## src/rtl/jpeg_cone_eval_scheduler.sv

```systemverilog
// ----------------------------------------------------------------------------
// jpeg_cone_eval_scheduler
//
// Purpose:
//   Time-shares a single 12-in / 1-out combinational cone among NUM_REQ
//   requesters. A round-robin arbiter picks one valid request vector. The
//   vector is registered onto cone_in and held for SETTLE_CYCLES full cycles,
//   because the cone is a multicycle path. The cone output is then sampled
//   and returned with the id of the requester that supplied the vector.
//
// Ports:
//   clk        rising-edge clock for all state
//   rst        synchronous active-high reset (wins over everything)
//   req_valid  per-requester valid
//   req_vec    requester i vector at [i*VEC_W +: VEC_W]
//   req_ready  one-hot accept strobe (combinational, IDLE only)
//   cone_in    registered cone drive, holds the last launched vector
//   cone_out   cone result
//   rsp_valid  result valid, held until rsp_ready
//   rsp_ready  consumer accept
//   rsp_id     requester that produced rsp_bit
//   rsp_bit    sampled cone_out
//   busy       high whenever the FSM is not IDLE
// ----------------------------------------------------------------------------
module jpeg_cone_eval_scheduler #(
  parameter int NUM_REQ       = 4,
  parameter int VEC_W         = 12,
  parameter int SETTLE_CYCLES = 2,
  parameter int ID_W          = $clog2(NUM_REQ)
) (
  input  logic                     clk,
  input  logic                     rst,
  input  logic [NUM_REQ-1:0]       req_valid,
  input  logic [NUM_REQ*VEC_W-1:0] req_vec,
  output logic [NUM_REQ-1:0]       req_ready,
  output logic [VEC_W-1:0]         cone_in,
  input  logic                     cone_out,
  output logic                     rsp_valid,
  input  logic                     rsp_ready,
  output logic [ID_W-1:0]          rsp_id,
  output logic                     rsp_bit,
  output logic                     busy
);

  localparam int CNT_W = (SETTLE_CYCLES > 1) ? $clog2(SETTLE_CYCLES) : 1;

  localparam logic [1:0] ST_IDLE   = 2'd0;
  localparam logic [1:0] ST_SETTLE = 2'd1;
  localparam logic [1:0] ST_RESP   = 2'd2;

  generate
    if (SETTLE_CYCLES < 1 || NUM_REQ < 2) begin : g_bad_params
      $error("jpeg_cone_eval_scheduler: need SETTLE_CYCLES>=1 and NUM_REQ>=2");
    end
  endgenerate

  logic [1:0]       state_q, state_d;
  logic [VEC_W-1:0] cone_in_q, cone_in_d;
  logic [ID_W-1:0]  rsp_id_q, rsp_id_d;
  logic [ID_W-1:0]  last_grant_q, last_grant_d;
  logic [CNT_W-1:0] cnt_q, cnt_d;
  logic             rsp_valid_q, rsp_valid_d;
  logic             rsp_bit_q, rsp_bit_d;

  logic [NUM_REQ-1:0][VEC_W-1:0] req_vec_a;
  logic                          grant_vld;
  logic [ID_W-1:0]               grant_idx;
  logic                          accept;

  assign req_vec_a = req_vec;

  // Round-robin pick. Prefer the lowest valid index above last_grant.
  // If there is none, wrap to the lowest valid index overall.
  always_comb begin
    logic            hi_found, lo_found;
    logic [ID_W-1:0] hi_idx, lo_idx;
    hi_found = 1'b0;
    lo_found = 1'b0;
    hi_idx   = '0;
    lo_idx   = '0;
    for (int i = 0; i < NUM_REQ; i++) begin
      if (req_valid[i] && !hi_found && (i > int'(last_grant_q))) begin
        hi_found = 1'b1;
        hi_idx   = ID_W'(i);
      end
      if (req_valid[i] && !lo_found) begin
        lo_found = 1'b1;
        lo_idx   = ID_W'(i);
      end
    end
    grant_vld = |req_valid;
    grant_idx = hi_found ? hi_idx : lo_idx;
  end

  // Reset is gated in so a handshake cannot complete during a cycle
  // whose state update reset discards.
  assign accept    = (state_q == ST_IDLE) && grant_vld && !rst;
  assign req_ready = accept ? (NUM_REQ'(1) << grant_idx) : '0;

  always_comb begin
    state_d      = state_q;
    cone_in_d    = cone_in_q;
    rsp_id_d     = rsp_id_q;
    last_grant_d = last_grant_q;
    cnt_d        = cnt_q;
    rsp_valid_d  = rsp_valid_q;
    rsp_bit_d    = rsp_bit_q;
    case (state_q)
      ST_IDLE: begin
        if (accept) begin
          cone_in_d    = req_vec_a[grant_idx];
          rsp_id_d     = grant_idx;
          last_grant_d = grant_idx;
          cnt_d        = CNT_W'(SETTLE_CYCLES - 1);
          state_d      = ST_SETTLE;
        end
      end
      ST_SETTLE: begin
        // When cnt reaches 0, cone_in has been stable for SETTLE_CYCLES
        // full cycles by the coming edge.
        if (cnt_q != '0) begin
          cnt_d = cnt_q - CNT_W'(1);
        end else begin
          rsp_bit_d   = cone_out;
          rsp_valid_d = 1'b1;
          state_d     = ST_RESP;
        end
      end
      ST_RESP: begin
        if (rsp_ready) begin
          rsp_valid_d = 1'b0;
          state_d     = ST_IDLE;
        end
      end
      default: state_d = ST_IDLE;
    endcase
  end

  always_ff @(posedge clk) begin
    if (rst) begin
      state_q      <= ST_IDLE;
      cone_in_q    <= '0;
      rsp_id_q     <= '0;
      last_grant_q <= ID_W'(NUM_REQ - 1);
      cnt_q        <= '0;
      rsp_valid_q  <= 1'b0;
      rsp_bit_q    <= 1'b0;
    end else begin
      state_q      <= state_d;
      cone_in_q    <= cone_in_d;
      rsp_id_q     <= rsp_id_d;
      last_grant_q <= last_grant_d;
      cnt_q        <= cnt_d;
      rsp_valid_q  <= rsp_valid_d;
      rsp_bit_q    <= rsp_bit_d;
    end
  end

  assign cone_in   = cone_in_q;
  assign rsp_valid = rsp_valid_q;
  assign rsp_id    = rsp_id_q;
  assign rsp_bit   = rsp_bit_q;
  assign busy      = (state_q != ST_IDLE);

endmodule

```

## config.mk

```make
export PLATFORM = sky130hd
export DESIGN_NAME = jpeg_cone_eval_scheduler
export DESIGN_NICKNAME = d
export VERILOG_FILES = /design/src/rtl/jpeg_cone_eval_scheduler.sv
export SDC_FILE = /design/constraint.sdc
export NUM_CORES = 1
export LEC_CHECK = 0
export CAP_MARGIN = 25
export CORE_UTILIZATION = 41
export DETAILED_ROUTE_END_ITERATION = 7
export PLACE_DENSITY = 0.83
export RECOVER_POWER = 100
export SLEW_MARGIN = 30
export SYNTH_ARGS = -nofsm -noshare
export SYNTH_HDL_FRONTEND = slang
export SYNTH_SLANG_ARGS = --single-unit
export TNS_END_PERCENT = 100
```

## constraint.sdc

```tcl
create_clock -name clk -period 2.6 [get_ports clk]
set_clock_uncertainty 0.05 [all_clocks]
set_input_delay 0.52 -clock clk [delete_from_list [all_inputs] [get_ports clk]]
set_output_delay 0.52 -clock clk [all_outputs]
set_load 0.01 [all_outputs]
```

==> metrics.yaml, run 1 <==
status:
  status: "completed"
die:
  dieArea_mm2: 0.003485
  io_pins: 77
  placementRows: 20
  initial_core_util_pct: 43.33
  core_area_mm2: 0.003078
  die_x_um: 59.04
  die_y_um: 59.04
job:
  cap_violations: 0
place:
  place.gp.congestion: 0.7844
  dp_cells: 284
  hpwl_um: 3204
  io_buffers: 76
logic_synthesis:
  syn_nets: 217
  yosysWarnings: 0
  ys_types: 37
  synthTopCellsByArea: "dfxtp_1, a221oi_2, o21bai_1"
  syn-instance-count: 161
  syn_area_mm2: 0.001334
  synth_top_cell_by_area: "dfxtp_1"
  ys_seq_area_share_pct: 31.52
  avgSynthCellArea_um2: 8.284
  synth_seq_cells: 21
  netlist.area_leader.share_pct: 31.52
timing:
  max_freq_mhz: 405.0
  rsz0062_at_grt: "false"
  timing.slew.headroom_pct: 48.19
  finalSetupViolations: 0
  period_minus_slack_ns: 2.469
  hold_viol: 0
  report.final.slew_viol_count: 0
  worstMarginPinSlew_ns: 0.7771
  fin_crit_sh_pct: 94.96
drt:
  drc: 0
  via_per_inst: 5.502
  avgRoutedWirePerCell_um: 15.18
  drtIter0Drc: 73
  drt-total-wl_um: 4387
  drt-pass1-iter-count: 4
  vias: 1590
  detail-route-antenna-nets: 0
layout:
  n_antenna_cell: 0
  stdcell_count: 289
  area_delta_synth_final_pct: 65.01
  drive_above_1_share_pct: 13.47
  fin_nets: 302
clocking:
  clk_pin_slew_ns: 0.12
  cts_buffers: 3
  h-tree-depth: 1
  root_buffer: "clkbuf_4"
  cts_buffer_depth: 2
  clk_latency_ns: 0.31
  clkSinkCount: 21
  cts_tree: "built"
worst_setup_path:
  cp_max_fo: 13
  required_ns: 2.03
  slowest_stage: "dlygate4sd3_1"
  ff2ff_path_depth: 5
  timing.rr.start: "last_grant_q[1]"
  critPathCaptureType: "primary output"
  cp-start-kind: "primary input"
  r2r_end: "cone_in[0]"
  max_stage_delay_ns: 0.52
  path_class: "primary input to primary output"
  crit_arrival_ns: 1.90
  path_cells: "dlygate4sd3_1 > clkbuf_1 > nor3b_1 > clkdlybuf4s15_2"
  regToRegSetupSlack_ns: 0.44
global_routing:
  grtUsageMet3_pct: 2.183
  grt_start_max_net_pins: 15
  grt_busiest_layer: "met2"
  grt_pass1_wl_um: 6548
  grt.overflow.total: 0
  met1_usage_pct: 30.04
  grt_pass1_vias: 1464
  grt_usage_pct: 25.12
  antenna_found_initial: 0
  use_met2_pct: 45.45
min_path:
  whs_endpoint: "rsp_id[1]"
  hold_class: "register to register"
  worstHoldStart: "rsp_id[1]"
  hold-path-cell-count: 2
power_and_ir_drop:
  p_leak_nw: 0.8848
  p_per_area_mw_per_mm2: 492.2
  ir_worst_vdd_v: 0.0001954
  finalPower_w: 0.001083
==> cell usage after synthesis <==
| cell type | instances |
|---|---|
| buf_4 | 4 |
| a221oi_2 | 9 |
| a21boi_0 | 1 |
| buf_6 | 2 |
| a221oi_1 | 3 |
| or2_2 | 2 |
| nand3_1 | 2 |
| clkbuf_2 | 1 |
| a32o_1 | 1 |
| a31oi_1 | 12 |
| a21o_1 | 1 |
| o21ai_0 | 17 |
| clkbuf_4 | 1 |
| a311o_1 | 1 |
| nor4_1 | 1 |
| o21bai_1 | 16 |
| or2b_1 | 1 |
| inv_1 | 3 |
| o22ai_1 | 1 |
| o211a_1 | 1 |
| and3b_1 | 2 |
| nand3b_1 | 2 |
| dfxtp_1 | 21 |
| nor3_2 | 1 |
| nor2_1 | 5 |
| buf_2 | 3 |
| a21oi_2 | 1 |
| nor2b_1 | 1 |
| nor3b_1 | 2 |
| nor4b_1 | 1 |
| mux2i_1 | 1 |
| o2bb2ai_1 | 1 |
| clkbuf_1 | 4 |
| nand2b_1 | 3 |
| a21oi_1 | 11 |
| nand2_1 | 20 |
| nor3_1 | 2 |
==> where the power goes <==
part,leakage (nW),internal [W],switching (W)
clock network,0.0150,0.0000600,0.000107
registers,0.174,0.000375,0.0000420
logic,0.695,0.000264,0.000235
total,0.885,0.000699,0.000384
==> repair_timing <==
| action | 4_1_cts | 5_1_grt |
|---|---|---|
| endpoints found under the setup margin | 4 | 4 |
| setup buffers | 0 | 0 |
| gates resized for setup | 17 | 11 |
| gates cloned | 0 | 1 |
| hold buffers | 0 | 0 |
| pin swaps | 1 | 2 |
==> registers in the layout (all words and copies together), names as in the netlist <==
signal	cells
last_grant_q	2
cone_in	12
state_q	2
rsp_id	2
cnt_q	1
rsp_bit	1
rsp_valid	1
==> stage by stage <==
step	worst slack (ns)	hold WS (ns)	TNS, ns	utilization (%)	area, µm²
final	0.1312	0.4179	0	71.50	2201
after global placement	-0.3613	0.3931	-1.316	71.14	2190
after detailed placement	-0.4592	0.4046	-1.516	71.14	2190
after floorplan	0.4163	0.4176	0	-	1334
after CTS	-0.002873	0.4222	-0.002873	71.91	2213
after global routing	0.07873	0.4522	0	71.50	2201
==> kinds of logic (layout without fill, tap and decap cells) <==
kind of cell | count (synthesis) | in the layout | synth area share (%)
muxes | 1 | 1 | 0.7505
and+or+nand+nor | 45 | 45 | 17.36
AOI/OAI and AO/OA | 76 | 76 | 42.40
buffers and inverters | 18 | 102 | 7.973
DFF | 21 | 21 | 31.52
==> critical path, delay by kind of cell <==
family	cells	cell delay, ns
AND/OR/NAND/NOR	1	0.12
buffers and inverters	3	1.25
==> layer usage <==
metal	vias to the layer above	routed length (µm)
li1	774	-
met1	723	1757
met2	84	2256
met3	9	287
met4	0	86
met5	-	0
==> cell type report <==
class	count	area, µm²
Clock buffer	4	26.28
Fill cell	273	877.1
Inverter	3	11.26
Multi-Input combinational cell	122	815.8
Sequential cell	21	420.4
Tap cell	44	55.05
Timing Repair Buffer	95	872.1
==> worst max-delay path by stage <==
stage,startpoint,endpoint,slack (ns),depth (start not counted)
after CTS,req_valid[3],req_ready[1],-0.003,7
after detailed placement,req_valid[1],req_ready[1],-0.46,6
final,rst,req_ready[0],0.13,4
after global placement,req_valid[1],req_ready[1],-0.36,6
after floorplan,req_valid[2],req_ready[0],0.42,5
after global routing,last_grant_q[1],req_ready[3],0.08,5
==> cells in the final DEF, fill, tap and decap left out, drive strengths merged, types with 2 or more instances in the layout <==
| cell | synthesis | layout |
|---|---|---|
| clkdlybuf4s50 | 0 | 50 |
| dfxtp | 21 | 21 |
| nand2 | 20 | 20 |
| dlygate4sd3 | 0 | 18 |
| o21ai | 17 | 17 |
| o21bai | 16 | 16 |
| buf | 9 | 14 |
| a31oi | 12 | 12 |
| a21oi | 12 | 12 |
| clkbuf | 6 | 12 |
| a221oi | 12 | 12 |
| nor2 | 5 | 5 |
| inv | 3 | 3 |
| nand2b | 3 | 3 |
| nor3 | 3 | 3 |
| or2 | 2 | 2 |
| nor3b | 2 | 2 |
| and3b | 2 | 2 |
| nand3 | 2 | 2 |
| nand3b | 2 | 2 |
| dlygate4sd2 | 0 | 2 |
| dlymetal6s2s | 0 | 2 |
Power figures use the tool's default switching activity.
==> inputs of run 2 (changes only) <==
CORE_MARGIN = 2   (was not set)
clock period = 2.9 ns   (was 2.6 ns; I/O delays follow)
==> metrics.yaml, run 2 (synthesis gave the netlist of run 1 again) <==
status:
  status: "completed"  # unchanged
drt:
  drc: 0  # unchanged
  drt-total-wl_um: 4404  # was 4387 µm
  vias: 1584  # was 1590
  drt-pass1-iter-count: 4  # unchanged
  via_per_inst: 5.519  # was 5.502
  drtIter0Drc: 54  # was 73
  avgRoutedWirePerCell_um: 15.34  # was 15.18 µm
  detail-route-antenna-nets: 0  # unchanged
timing:
  period_minus_slack_ns: 2.813
  layout_setup_ws_ns: 0.08667  # was 0.1312 ns
  hold_slack_ns: 0.4135  # was 0.4179 ns
  report.final.slew_viol_count: 0  # unchanged
  timing.slew.headroom_pct: 61.34  # was 48.19%
  rsz0062_at_grt: "false"  # unchanged
  tns_ns: 0  # unchanged
  worstMarginPinSlew_ns: 0.5800  # was 0.7771 ns
  finalSetupViolations: 0  # unchanged
  fin_crit_sh_pct: 97.01
  max_freq_mhz: 355.5
  hold_viol: 0  # unchanged
global_routing:
  grt_pass1_vias: 1457  # was 1464
  grt_pass1_wl_um: 6520  # was 6548 µm
  antenna_found_initial: 0  # unchanged
  grt_start_max_net_pins: 15  # unchanged
  grt_usage_pct: 23.34  # was 25.12%
  grt.overflow.total: 0  # unchanged
power_and_ir_drop:
  p_per_area_mw_per_mm2: 439.6  # was 492.2 mW/mm²
  seq_power_share_pct: 39.7  # was 38.5%
  netSwitchingFraction_pct: 34.96  # was 35.45%
  p_leak_nw: 0.8564  # was 0.8848 nW
  p_comb_share_pct: 44.7  # was 46.1%
  ir_worst_vdd_v: 0.0001782  # was 0.0001954 V
  p_int_w: 0.0006135  # was 0.0006992 W
  p_sw_w: 0.0003298  # was 0.0003840 W
  p_clk_share_pct: 15.5  # was 15.4%
die:
  die_y_um: 61.04  # was 59.04 µm
  io_pins: 77  # unchanged
  core_area_mm2: 0.003078  # unchanged
  placementRows: 20  # unchanged
  dieArea_mm2: 0.003725  # was 0.003485 mm²
  initial_core_util_pct: 43.33  # unchanged
  die_x_um: 61.04  # was 59.04 µm
place:
  place_ws_ns: -0.2643  # was -0.4592 ns
  hpwl_um: 3348  # was 3204 µm
  place.gp.congestion: 0.7977  # was 0.7844
  io_buffers: 76  # unchanged
  post_dp_cell_area_mm2: 0.002175  # was 0.002190 mm²
  dp_cells: 282  # was 284
layout:
  final_common_cell: "clkdlybuf4s50_1"  # unchanged
  n_fill_cell: 292  # was 273
  final_cell_mix: "clkdlybuf4s50_1, dfxtp_1, nand2_1"  # unchanged
  fin_nets: 300  # was 302
  fin_area_mm2: 0.002146  # was 0.002201 mm²
  drive_above_1_share_pct: 8.642  # was 13.47%
  n_antenna_cell: 0  # unchanged
  area_delta_synth_final_pct: 60.88  # was 65.01%
  largest_reg_flops: 12  # unchanged
  stdcell_count: 287  # was 289
worst_setup_path:
  crit_family: "buffers and inverters"  # unchanged
  required_ns: 2.27  # was 2.03 ns
  crit_buf_inv: 3  # unchanged
  slowest_stage: "clkdlybuf4s50_1"  # was dlygate4sd3_1
  path_cells: "clkdlybuf4s50_1 > buf_4 > nor3_4 > a21o_1 > nor4_1 > dlygate4sd2_1"  # was dlygate4sd3_1 > clkbuf_1 > nor3b_1 > clkdlybuf4s15_2
  cp_max_fo: 7  # was 13
  critPathCaptureType: "primary output"  # unchanged
  path_class: "primary input to primary output"  # unchanged
  max_stage_delay_ns: 0.52  # about the same
  crit_arrival_ns: 2.18  # was 1.90 ns
  cp-start-kind: "primary input"  # unchanged
clocking:
  cts_buffers: 3  # unchanged
  clk_pin_slew_ns: 0.12  # about the same
  cts_tree: "built"  # unchanged
  clkSinkCount: 21  # unchanged
  h-tree-depth: 1  # unchanged
  cts_buffer_depth: 2  # unchanged
  clk_latency_ns: 0.31  # about the same
  root_buffer: "clkbuf_4"  # unchanged
min_path:
  hold_class: "register to register"  # unchanged
job:
  cap_violations: 0  # unchanged
## run 2: cell types whose count changed in the layout (fill, tap and decap cells not counted), moves of 2 or more
cell,previous run,this run
clkdlybuf4s15_1,0,2
clkbuf_1,8,5
clkdlybuf4s50_1,50,52
dlymetal6s2s_1,2,0
a221oi_2,7,0
a221oi_1,5,12
dlygate4sd2_1,2,4
buf_2,2,0
## run 2: worst reg2reg max path, cell delays in order, from the launching register on
cell and delay, ns:
dfxtp_1 0.47, o21bai_1 0.23, a311o_1 0.38, clkbuf_1 0.29
a221oi_1 0.35, a31oi_1 0.12
## run 2: timing repair
item	in CTS	in global routing
hold buffers	0	0
endpoints found under the hold margin	0	0
buffers inserted	0	1
resized for setup	6	5
pin swaps	0	1
endpoints found under the setup margin	4	3
## run 2: cell type report
type | instances | area (µm²) | area share [%]
Timing Repair Buffer | 93 | 868.3 | 40.47
Clock buffer | 3 | 22.52 | 1.050
Sequential cell | 21 | 420.4 | 19.59
Tap cell | 44 | 55.05 | 2.566
Inverter | 3 | 11.26 | 0.5248
Multi-Input combinational cell | 122 | 763.2 | 35.57
Clock inverter | 1 | 5.005 | 0.2332
## run 2: layer usage
layer | routed length, µm | global-route usage, %
met1 | 1806 | 28.31
met2 | 2279 | 42.71
met3 | 265 | 3.151
met4 | 52 | 6.832
met5 | 0 | 0
## run 2: final timing paths
check / from / endpoint / slack (ns) / depth (start not counted)
hold reg to reg: rsp_bit / rsp_bit / 0.41 / 2
setup reg to reg: last_grant_q[1] / cone_in[0] / 0.92 / 5
hold / removal: rsp_bit / rsp_bit / 0.41 / 2
setup / recovery: req_valid[2] / req_ready[3] / 0.09 / 6
## run 2: through the flow
step           power (W)  utilization [%]
2_1_floorplan  0.0006190                -
3_3_place_gp   0.0008334            70.65
3_5_place_dp   0.0008470            70.65
4_1_cts        0.0009846            71.30
5_1_grt        0.0009985            69.72
6_report       0.0009434            69.72
## run 2: power by group through the flow
stage / Combinational, W / Clock (W) / Sequential [W]
final: 0.000422 / 0.000146 / 0.000375
after global routing: 0.000458 / 0.000159 / 0.000381
after CTS: 0.000463 / 0.000147 / 0.000375
after detailed placement: 0.000465 / 0 / 0.000382
after global placement: 0.000455 / 0 / 0.000378
after floorplan: 0.000234 / 0 / 0.000385
